<file path="config.mk">
export PLATFORM = sky130hd
export DESIGN_NAME = clk_div_prog
export DESIGN_NICKNAME = d
export VERILOG_FILES = /design/src/rtl/clk_div_pkg.sv /design/src/rtl/clk_div_chan.sv /design/src/rtl/clk_div_prog.sv
export SDC_FILE = /design/constraint.sdc
export NUM_CORES = 1
export LEC_CHECK = 0
export BUFFER_PORTS_ARGS = -buffer_cell sky130_fd_sc_hd__clkbuf_2
export CAP_MARGIN = 20
export CORE_ASPECT_RATIO = 2
export CORE_UTILIZATION = 45
export CTS_CLUSTER_DIAMETER = 40
export DETAILED_ROUTE_END_ITERATION = 6
export GPL_ROUTABILITY_DRIVEN = 0
export SYNTH_ARGS = -nofsm -noshare
export SYNTH_HDL_FRONTEND = slang
export SYNTH_HIERARCHICAL = 1
export SYNTH_SLANG_ARGS = --single-unit
export TNS_END_PERCENT = 100
</file>
<file path="constraint.sdc">
create_clock -name clk_in -period 2.5 [get_ports clk_in]
set_clock_uncertainty 0.2 [all_clocks]
set_input_delay 0.375 -clock clk_in [delete_from_list [all_inputs] [get_ports clk_in]]
set_output_delay 0.375 -clock clk_in [all_outputs]
set_load 0.01 [all_outputs]
</file>
<file path="src/rtl/clk_div_pkg.sv">
// Shared constants and types for the programmable clock divider.
// Strobe generation is built only when CLK_DIV_PROG_STROBE_EN is defined.
package clk_div_pkg;

    // Default channel count and divisor width.
    localparam int unsigned N_CH_DEF  = 2;
    localparam int unsigned DIV_W_DEF = 8;

    // Largest supported number of channels.
    localparam int unsigned MAX_CH    = 8;

    // Per-channel run flags kept together in one register.
    typedef struct packed {
        logic active;
        logic clk;
    } chan_flags_t;

endpackage : clk_div_pkg

</file>
<file path="src/rtl/clk_div_chan.sv">
// One divided-clock channel: half-period counter, latched divisor and
// run/stop handling. The divisor is re-latched only at a 1->0 toggle,
// at start-up or on sync, so a divisor write never alters a running period.
// Strobe registers exist only with CLK_DIV_PROG_STROBE_EN defined.
module clk_div_chan
    import clk_div_pkg::*;
#(
    parameter int unsigned DIV_W = DIV_W_DEF
) (
    input  logic             clk_in,
    input  logic             rst,
    input  logic             en,
    input  logic             sync,
    input  logic [DIV_W-1:0] div,
    output logic             clk_out,
    output logic             rise_stb,
    output logic             fall_stb,
    output logic             active
);

    logic [DIV_W-1:0] cnt_q;
    logic [DIV_W-1:0] cnt_d;
    logic [DIV_W-1:0] div_q;
    logic [DIV_W-1:0] div_d;
    chan_flags_t      flags_q;
    chan_flags_t      flags_d;
    logic             rise_d;
    logic             fall_d;

    // Next-state: sync beats everything, then start, stop, toggle, count.
    always_comb begin
        cnt_d   = cnt_q;
        div_d   = div_q;
        flags_d = flags_q;
        rise_d  = 1'b0;
        fall_d  = 1'b0;
        if (sync && en) begin
            // Re-phase: forced low without a fall strobe.
            cnt_d          = '0;
            div_d          = div;
            flags_d.clk    = 1'b0;
            flags_d.active = 1'b1;
        end else if (!flags_q.active) begin
            cnt_d       = '0;
            flags_d.clk = 1'b0;
            if (en) begin
                flags_d.active = 1'b1;
                div_d          = div;
            end
        end else if (!en && !flags_q.clk) begin
            // Stopping while low ends at once; no partial pulse is possible.
            flags_d.active = 1'b0;
            cnt_d          = '0;
        end else if (cnt_q == div_q) begin
            cnt_d       = '0;
            flags_d.clk = ~flags_q.clk;
            if (flags_q.clk) begin
                // Period boundary: pick up a new divisor, finish a pending stop.
                fall_d = 1'b1;
                div_d  = div;
                if (!en) begin
                    flags_d.active = 1'b0;
                end
            end else begin
                rise_d = 1'b1;
            end
        end else begin
            cnt_d = cnt_q + DIV_W'(1);
        end
    end

    // Counter, divisor and flag registers.
    always_ff @(posedge clk_in or posedge rst) begin
        if (rst) begin
            cnt_q   <= '0;
            div_q   <= '0;
            flags_q <= '0;
        end else begin
            cnt_q   <= cnt_d;
            div_q   <= div_d;
            flags_q <= flags_d;
        end
    end

    assign clk_out = flags_q.clk;
    assign active  = flags_q.active;

`ifdef CLK_DIV_PROG_STROBE_EN
    logic rise_q;
    logic fall_q;

    // Edge strobes registered alongside the clock they describe.
    always_ff @(posedge clk_in or posedge rst) begin
        if (rst) begin
            rise_q <= 1'b0;
            fall_q <= 1'b0;
        end else begin
            rise_q <= rise_d;
            fall_q <= fall_d;
        end
    end

    assign rise_stb = rise_q;
    assign fall_stb = fall_q;
`else
    // Strobes disabled: outputs tied low, edge decodes left unused.
    logic unused_stb;
    assign unused_stb = rise_d ^ fall_d;
    assign rise_stb   = 1'b0;
    assign fall_stb   = 1'b0;
`endif

endmodule : clk_div_chan

</file>
<file path="src/rtl/clk_div_prog.sv">
// Multi-channel programmable clock divider top: slices the divisor bus and
// fans sync out to N_CH independent clk_div_chan instances (N_CH in 1..MAX_CH).
// Optional strobe outputs are controlled by CLK_DIV_PROG_STROBE_EN.
module clk_div_prog
    import clk_div_pkg::*;
#(
    parameter int unsigned N_CH  = N_CH_DEF,
    parameter int unsigned DIV_W = DIV_W_DEF
) (
    input  logic                  clk_in,
    input  logic                  rst,
    input  logic [N_CH-1:0]       en,
    input  logic [N_CH*DIV_W-1:0] div,
    input  logic                  sync,
    output logic [N_CH-1:0]       clk_out,
    output logic [N_CH-1:0]       rise_stb,
    output logic [N_CH-1:0]       fall_stb,
    output logic [N_CH-1:0]       active
);

    // One channel per divided clock; channel k uses div[k*DIV_W +: DIV_W].
    for (genvar k = 0; k < int'(N_CH); k++) begin : g_chan
        clk_div_chan #(
            .DIV_W (DIV_W)
        ) u_chan (
            .clk_in   (clk_in),
            .rst      (rst),
            .en       (en[k]),
            .sync     (sync),
            .div      (div[k*DIV_W +: DIV_W]),
            .clk_out  (clk_out[k]),
            .rise_stb (rise_stb[k]),
            .fall_stb (fall_stb[k]),
            .active   (active[k])
        );
    end

endmodule : clk_div_prog

</file>
==> flow_summary.ini, run 1 <==
[status]
outcome = finished, violations left
violations = negative hold slack

[die]
initial_core_util_pct = 46.55
io_pins = 29
die_w_um = 53.56
fp.dieH_um = 105.1
rows = 37
die_area_um2 = 5629
core_area_um2 = 5139

[grt]
grt_usage_pct = 19.36
grt_pass1_wl_mm = 8.010
antenna_found_initial = 0
grt_pass1_vias = 1741
grt.overflow.total = 0
grt_max_degree = 19

[sta]
rsz0062_at_grt = false
min_period_ns = 1.797
max_slew.worst_pin.slew_ns = 0.7085
fin_setup_tns_ns = 0
max_clock_freq_ghz = 0.5564
finalCritPeriodShare_pct = 71.89
whs_ns = -0.01044
finalHoldViolCount = 26
maxSlewViolCount = 0
setup_slack_ns = 0.7027
setup_violations = 0
relSlewSlack_pct = 52.72

[worst_setup_path]
start_kind = flop
path_class = reg -> reg
rrSetupSlack_ns = 0.70
arrival_ns = 1.76
cp_data_required_time_ns = 2.46
cp-startpoint = g_chan[1].u_chan/div_q[7]$_DFFE_PP0P_
path_max_fanout = 10
r2r-start = g_chan[1].u_chan/div_q[7]$_DFFE_PP0P_
cp-end-kind = flop

[cts]
cts_hold_buf = 0
htreeDepth = 2
cts_made_buffers = 5
cts_resized = 0
clock_latency_ns = 0.28
cts_tree = done
cts_buffer_depth = 2
cts_setup_buffers = 0
cts_sinks = 36
clk_pin_slew_ns = 0.07
clockRootBuffer = clkbuf_8

[final_layout]
fin_util_pct = 50.01
n_antenna_cell = 0
syn2layout_area_growth_pct = 7.427
layout_commonest_cell = dfrtp_1
seqCellArea_um2 = 900.9
multi_input_area_um2 = 1346
drive_gt1_share_pct = 22.00
fillerInstances = 486
nets = 273
layout_common_cells = dfrtp_1 (36), clkbuf_2 (24), nand4_1 (20), nand3_1 (20)
fin_area_um2 = 2570

[synth]
synth_top_area_share_pct = 37.66
ys_ff_latch = 36
yosysTopAreaCell = dfrtp_1
ys_types = 31
yosysWarningCount = 6
synth_area_um2 = 2392
avgSynthCellArea_um2 = 10.59
yosys-top-cells-area = dfrtp_1 (38%), mux2i_1 (6.7%), o211ai_1 (5.6%), xnor2_2 (5.4%), nand4_1 (5.2%)
ys_seq_area_share_pct = 37.66
synthesis.instances = 226

[routing]
drt_iter0_drc = 40
via_per_inst = 5.659
drcViolationCount = 0
vias = 1743
totalWireLength_mm = 4.831
wl_per_cell_um = 15.69
drtPass1Iterations = 4
antenna_left = 0

[pwr]
powerDensity_nw_per_um2 = 560.1
peakVddDrop_mv = 0.4345
power_leakage_nw = 1.077

[hold_path]
worstHoldPathType = in -> async

[place]
pre_cts_slack_ns = 0.7150
port_buffers = 24
placed_area_um2 = 2492
dp_hpwl_mm = 3.706

[flow_run]
maxCapViolations = 0
## Yosys cell counts, drive strengths merged
cell type / instances
conb: 2
o221ai: 2
xor2: 8
a22o: 2
and4: 4
a31o: 2
nand4: 24
nand2b: 2
and2b: 2
o211ai: 18
ha: 2
nand2: 6
inv: 4
nor2b: 14
dfrtp: 36
a21boi: 4
and3: 4
and2: 2
buf: 14
nand3: 20
xnor2: 20
nor2: 18
mux2i: 16
## registers in the layout, indices dropped and copies added (netlist names)
name and cells:
g_chan.u_chan/div_q 16, g_chan.u_chan/cnt_q 16, g_chan.u_chan/clk_out 2, g_chan.u_chan/active 2
## power breakdown
part / internal (mW) / total, mW / switching, mW
Clock: 0.189 / 0.383 / 0.194
Sequential: 0.642 / 0.724 / 0.0822
Combinational: 0.156 / 0.332 / 0.176
## per-layer routing
layer / track usage [%] / wire length (µm) / vias up
met2: 35.63 / 2736 / 31
met3: 3.639 / 129 / 12
met4: 9.962 / 165 / 0
met5: 0 / 0 / -
met1: 18.73 / 1800 / 836
li1: - / - / 864
## per-stage QoR
| stage | instances | hold slack, ns | power [mW] |
|---|---|---|---|
| finish | 308 | -0.01044 | 1.439 |
| CTS | 308 | 0.01789 | 1.460 |
| floorplan | 228 | 0.1136 | 0.9915 |
| detailed placement | 301 | 0.3191 | 1.068 |
| global route | 308 | 0.05377 | 1.522 |
| global placement | 301 | 0.3060 | 1.064 |
## kinds of logic after synthesis
group | Yosys count | share of synthesized area (%)
AOI/OAI and AO/OA | 28 | 10.88
xor gates and xnor gates | 28 | 12.76
adders and majority gates | 2 | 1.046
buffers and inverters | 18 | 6.380
DFF | 36 | 37.66
muxes | 16 | 6.694
other | 2 | 0.3139
and+or+nand+nor | 96 | 24.27
## area by class of cell
| cell class | count | area share [%] |
|---|---|---|
| Sequential cell | 36 | 35.05 |
| Inverter | 4 | 0.5842 |
| Tap cell | 58 | 2.824 |
| Clock buffer | 6 | 2.824 |
| Timing Repair Buffer | 29 | 6.134 |
| Multi-Input combinational cell | 174 | 52.39 |
| Clock inverter | 1 | 0.1947 |
## final timing paths
path                            cells after the start                               endpoint
worst max-delay path                                4    g_chan[1].u_chan/cnt_q[5]$_DFF_PP0_
worst min-delay path                                2    g_chan[1].u_chan/cnt_q[6]$_DFF_PP0_
worst max register to register                      4    g_chan[1].u_chan/cnt_q[5]$_DFF_PP0_
worst min register to register                      1    g_chan[0].u_chan/cnt_q[0]$_DFF_PP0_
max in group asynchronous                           2    g_chan[0].u_chan/cnt_q[0]$_DFF_PP0_
min in group clk_in                                 3  g_chan[1].u_chan/div_q[4]$_DFFE_PP0P_
## critical path, stage by stage, from the launching register on
cell,delay [ns]
dfrtp_1,0.42
xnor2_1,0.25
nand4_2,0.34
o221ai_4,0.38
nor2_1,0.09
Power figures use the tool's default switching activity.
==> run 2: changes to the inputs <==
--- a/config.mk
+++ b/config.mk
@@ -5,6 +5,7 @@
 export SDC_FILE = /design/constraint.sdc
 export NUM_CORES = 1
 export LEC_CHECK = 0
+export ABC_AREA = 1
 export BUFFER_PORTS_ARGS = -buffer_cell sky130_fd_sc_hd__clkbuf_2
 export CAP_MARGIN = 20
 export CORE_ASPECT_RATIO = 2
@@ -12,6 +13,7 @@
 export CTS_CLUSTER_DIAMETER = 40
 export DETAILED_ROUTE_END_ITERATION = 6
 export GPL_ROUTABILITY_DRIVEN = 0
+export PLACE_DENSITY = 0.65
 export SYNTH_ARGS = -nofsm -noshare
 export SYNTH_HDL_FRONTEND = slang
 export SYNTH_HIERARCHICAL = 1
==> constraint.sdc (replaced) <==
create_clock -name clk_in -period 1.9 [get_ports clk_in]
set_clock_uncertainty 0.2 [all_clocks]
set_input_delay 0.285 -clock clk_in [delete_from_list [all_inputs] [get_ports clk_in]]
set_output_delay 0.285 -clock clk_in [all_outputs]
set_load 0.01 [all_outputs]
==> flow_summary.ini, run 2 <==
[routing]
drtPass1Iterations = 4
antenna_left = 0
totalWireLength_mm = 3.708
vias = 1535
wl_per_cell_um = 11.24
drcViolationCount = 0
drt_iter0_drc = 37
via_per_inst = 4.652

[hold_path]
hp-start = div[3]
hold_end = g_chan[0].u_chan/div_q[3]$_DFFE_PP0P_
hold_depth = 3
worstHoldPathType = in -> reg

[grt]
grt_pass1_wl_mm = 6.444
grt_usage_pct = 17.74
grt_pass1_vias = 1517
grt_max_degree = 19
antenna_found_initial = 0
grt.overflow.total = 0

[cts]
htreeDepth = 2
clk_pin_slew_ns = 0.08
clock_latency_ns = 0.28
cts_hold_buf = 1
cts_setup_buffers = 0
clockRootBuffer = clkbuf_8
cts_made_buffers = 5
cts_tree = done
cts_buffer_depth = 2
cts_sinks = 36
cts_resized = 0

[synth]
yosys-top-cells-area = dfrtp_1 (45%), nand2_1 (13%), nand3_1 (5.5%), xnor2_1 (5.2%), inv_1 (4.1%)
ys_async_sr_fraction_pct = 100.0
synth_area_um2 = 2019
synthMostInstantiatedCell = nand2_1
synthTopCellsByCount = nand2_1 (72), dfrtp_1 (36), inv_1 (22), nand3_1 (22), nor2_1 (20)
yosysWarningCount = 6
synth-edff-count = 0
synthesis.instances = 244
ys.flop_type = dfrtp_1
ys_ff_latch = 36
yosysTopAreaCell = dfrtp_1
ys_types = 28
avgSynthCellArea_um2 = 8.276
synth_top_area_share_pct = 44.61
ys_seq_area_share_pct = 44.61

[final_layout]
nets = 298
syn2layout_area_growth_pct = 14.56
layout_common_cells = nand2_1 (72), dfrtp_1 (36), clkbuf_2 (24)
multi_input_area_um2 = 953.4
seqCellArea_um2 = 900.9
fillerInstances = 451
reg_top3 = g_chan.u_chan/cnt_q x16, g_chan.u_chan/div_q x16
layout_commonest_cell = nand2_1
drive_gt1_share_pct = 23.55
n_antenna_cell = 0
layout.cells.non_filler = 330

[worst_setup_path]
cpMostUsedCell = nand2_1
cp_data_required_time_ns = 1.88
rrSetupSlack_ns = 0.33
crit_slowest_cell = dfrtp_1
reg2regPathDepth = 10
max_stage_delay_ns = 0.44
arrival_ns = 1.55
path_buf_inv = 1
rr_endpoint = g_chan[1].u_chan/div_q[2]$_DFFE_PP0P_
path_cells = inv_1 -> nand2_1 -> nand2_1 -> nand2_1 -> nor2_4 -> nand2_2 -> nand2_2 -> nand3_4 -> nand2_1 -> nand2_1
path_class = reg -> reg
r2r-start = g_chan[1].u_chan/cnt_q[0]$_DFF_PP0_
cp-end-kind = flop
path_max_fanout = 8
start_kind = flop
crit_family = simple AND/OR/NAND/NOR gates

[sta]
maxSlewViolCount = 0
finalHoldViolCount = 0
fin_setup_tns_ns = 0
rsz0062_at_grt = false
max_clock_freq_ghz = 0.6349
setup_violations = 0
min_period_ns = 1.575
finalCritPeriodShare_pct = 82.89

[place]
dp_hpwl_mm = 2.919
dp.cells = 321
port_buffers = 24

[die]
die_area_um2 = 4776
fp.dieH_um = 96.74
core_area_um2 = 4339
die_w_um = 49.37
io_pins = 29
rows = 34
initial_core_util_pct = 46.54

[pwr]
powerDensity_nw_per_um2 = 852.7
power_leakage_nw = 1.124
peakVddDrop_mv = 0.8075

[flow_run]
maxCapViolations = 0

[status]
outcome = finished, final reports clean
==> run 2: kinds of logic after synthesis <==
kind of cell | count (synthesis) | synth area share (%)
compound gates | 12 | 3.717
xor+xnor | 14 | 6.072
fa+ha+maj | 2 | 1.239
buf+inv | 34 | 8.550
flops | 36 | 44.61
other cells | 2 | 0.3719
simple gates | 144 | 35.44
==> run 2: area by class of cell <==
type	instances	share of cell area, %
Clock inverter	1	1.298
Inverter	26	4.218
Multi-Input combinational cell	176	41.21
Tap cell	54	2.920
Clock buffer	7	4.164
Timing Repair Buffer	30	7.247
Sequential cell	36	38.94
==> run 2: how the worst max path moves through the flow <==
stage,startpoint,cells after the start,slack (ns),to
finish,g_chan[1].u_chan/cnt_q[0]$_DFF_PP0_,10,0.33,g_chan[1].u_chan/div_q[2]$_DFFE_PP0P_
global route,g_chan[1].u_chan/cnt_q[0]$_DFF_PP0_,10,0.13,g_chan[1].u_chan/div_q[4]$_DFFE_PP0P_
CTS,g_chan[1].u_chan/cnt_q[3]$_DFF_PP0_,8,0.29,g_chan[1].u_chan/div_q[2]$_DFFE_PP0P_
detailed placement,g_chan[1].u_chan/cnt_q[3]$_DFF_PP0_,8,0.32,g_chan[1].u_chan/div_q[6]$_DFFE_PP0P_
global placement,g_chan[1].u_chan/cnt_q[3]$_DFF_PP0_,8,0.32,g_chan[1].u_chan/div_q[1]$_DFFE_PP0P_
floorplan,g_chan[0].u_chan/cnt_q[3]$_DFF_PP0_,9,0.46,g_chan[0].u_chan/div_q[0]$_DFFE_PP0P_
==> run 2: power breakdown <==
group	total, mW	internal, mW	switching [mW]
Combinational	0.335	0.140	0.195
Clock	0.734	0.463	0.271
Sequential	0.903	0.844	0.0592
==> run 2: routing by layer <==
layer  part of all wire (%)  wire length (µm)  track usage, %  vias to the layer above
li1                       -                 -               -                      815
met1                     38              1415           17.73                      693
met2                     57              2123           33.72                       22
met3                    2.5                92           2.830                        5
met4                    2.0                76           8.571                        0
met5                      0                 0               0                        -
==> run 2: worst reg2reg max path, stage by stage, from the launching register on <==
cell and delay, ns:
dfrtp_1 0.44, inv_1 0.07, nand2_1 0.05, nand2_1 0.06, nand2_1 0.09, nor2_4 0.15
nand2_2 0.09, nand2_2 0.08, nand3_4 0.10, nand2_1 0.08, nand2_1 0.05
==> run 2: per-stage QoR <==
stage                     setup WS (ns)  cell area (µm²)  total power, mW  hold WS, ns  utilization, %
after floorplan                  0.4581             2027            1.182      0.02357               -
after global placement           0.3245             2177            1.253      0.05014           50.17
after detailed placement         0.3210             2177            1.260      0.05261           50.17
after CTS                        0.2941             2313            2.014      0.01309           53.32
after global routing             0.1342             2313            2.082      0.02298           53.32
final                            0.3250             2313            1.973      0.02444           53.32
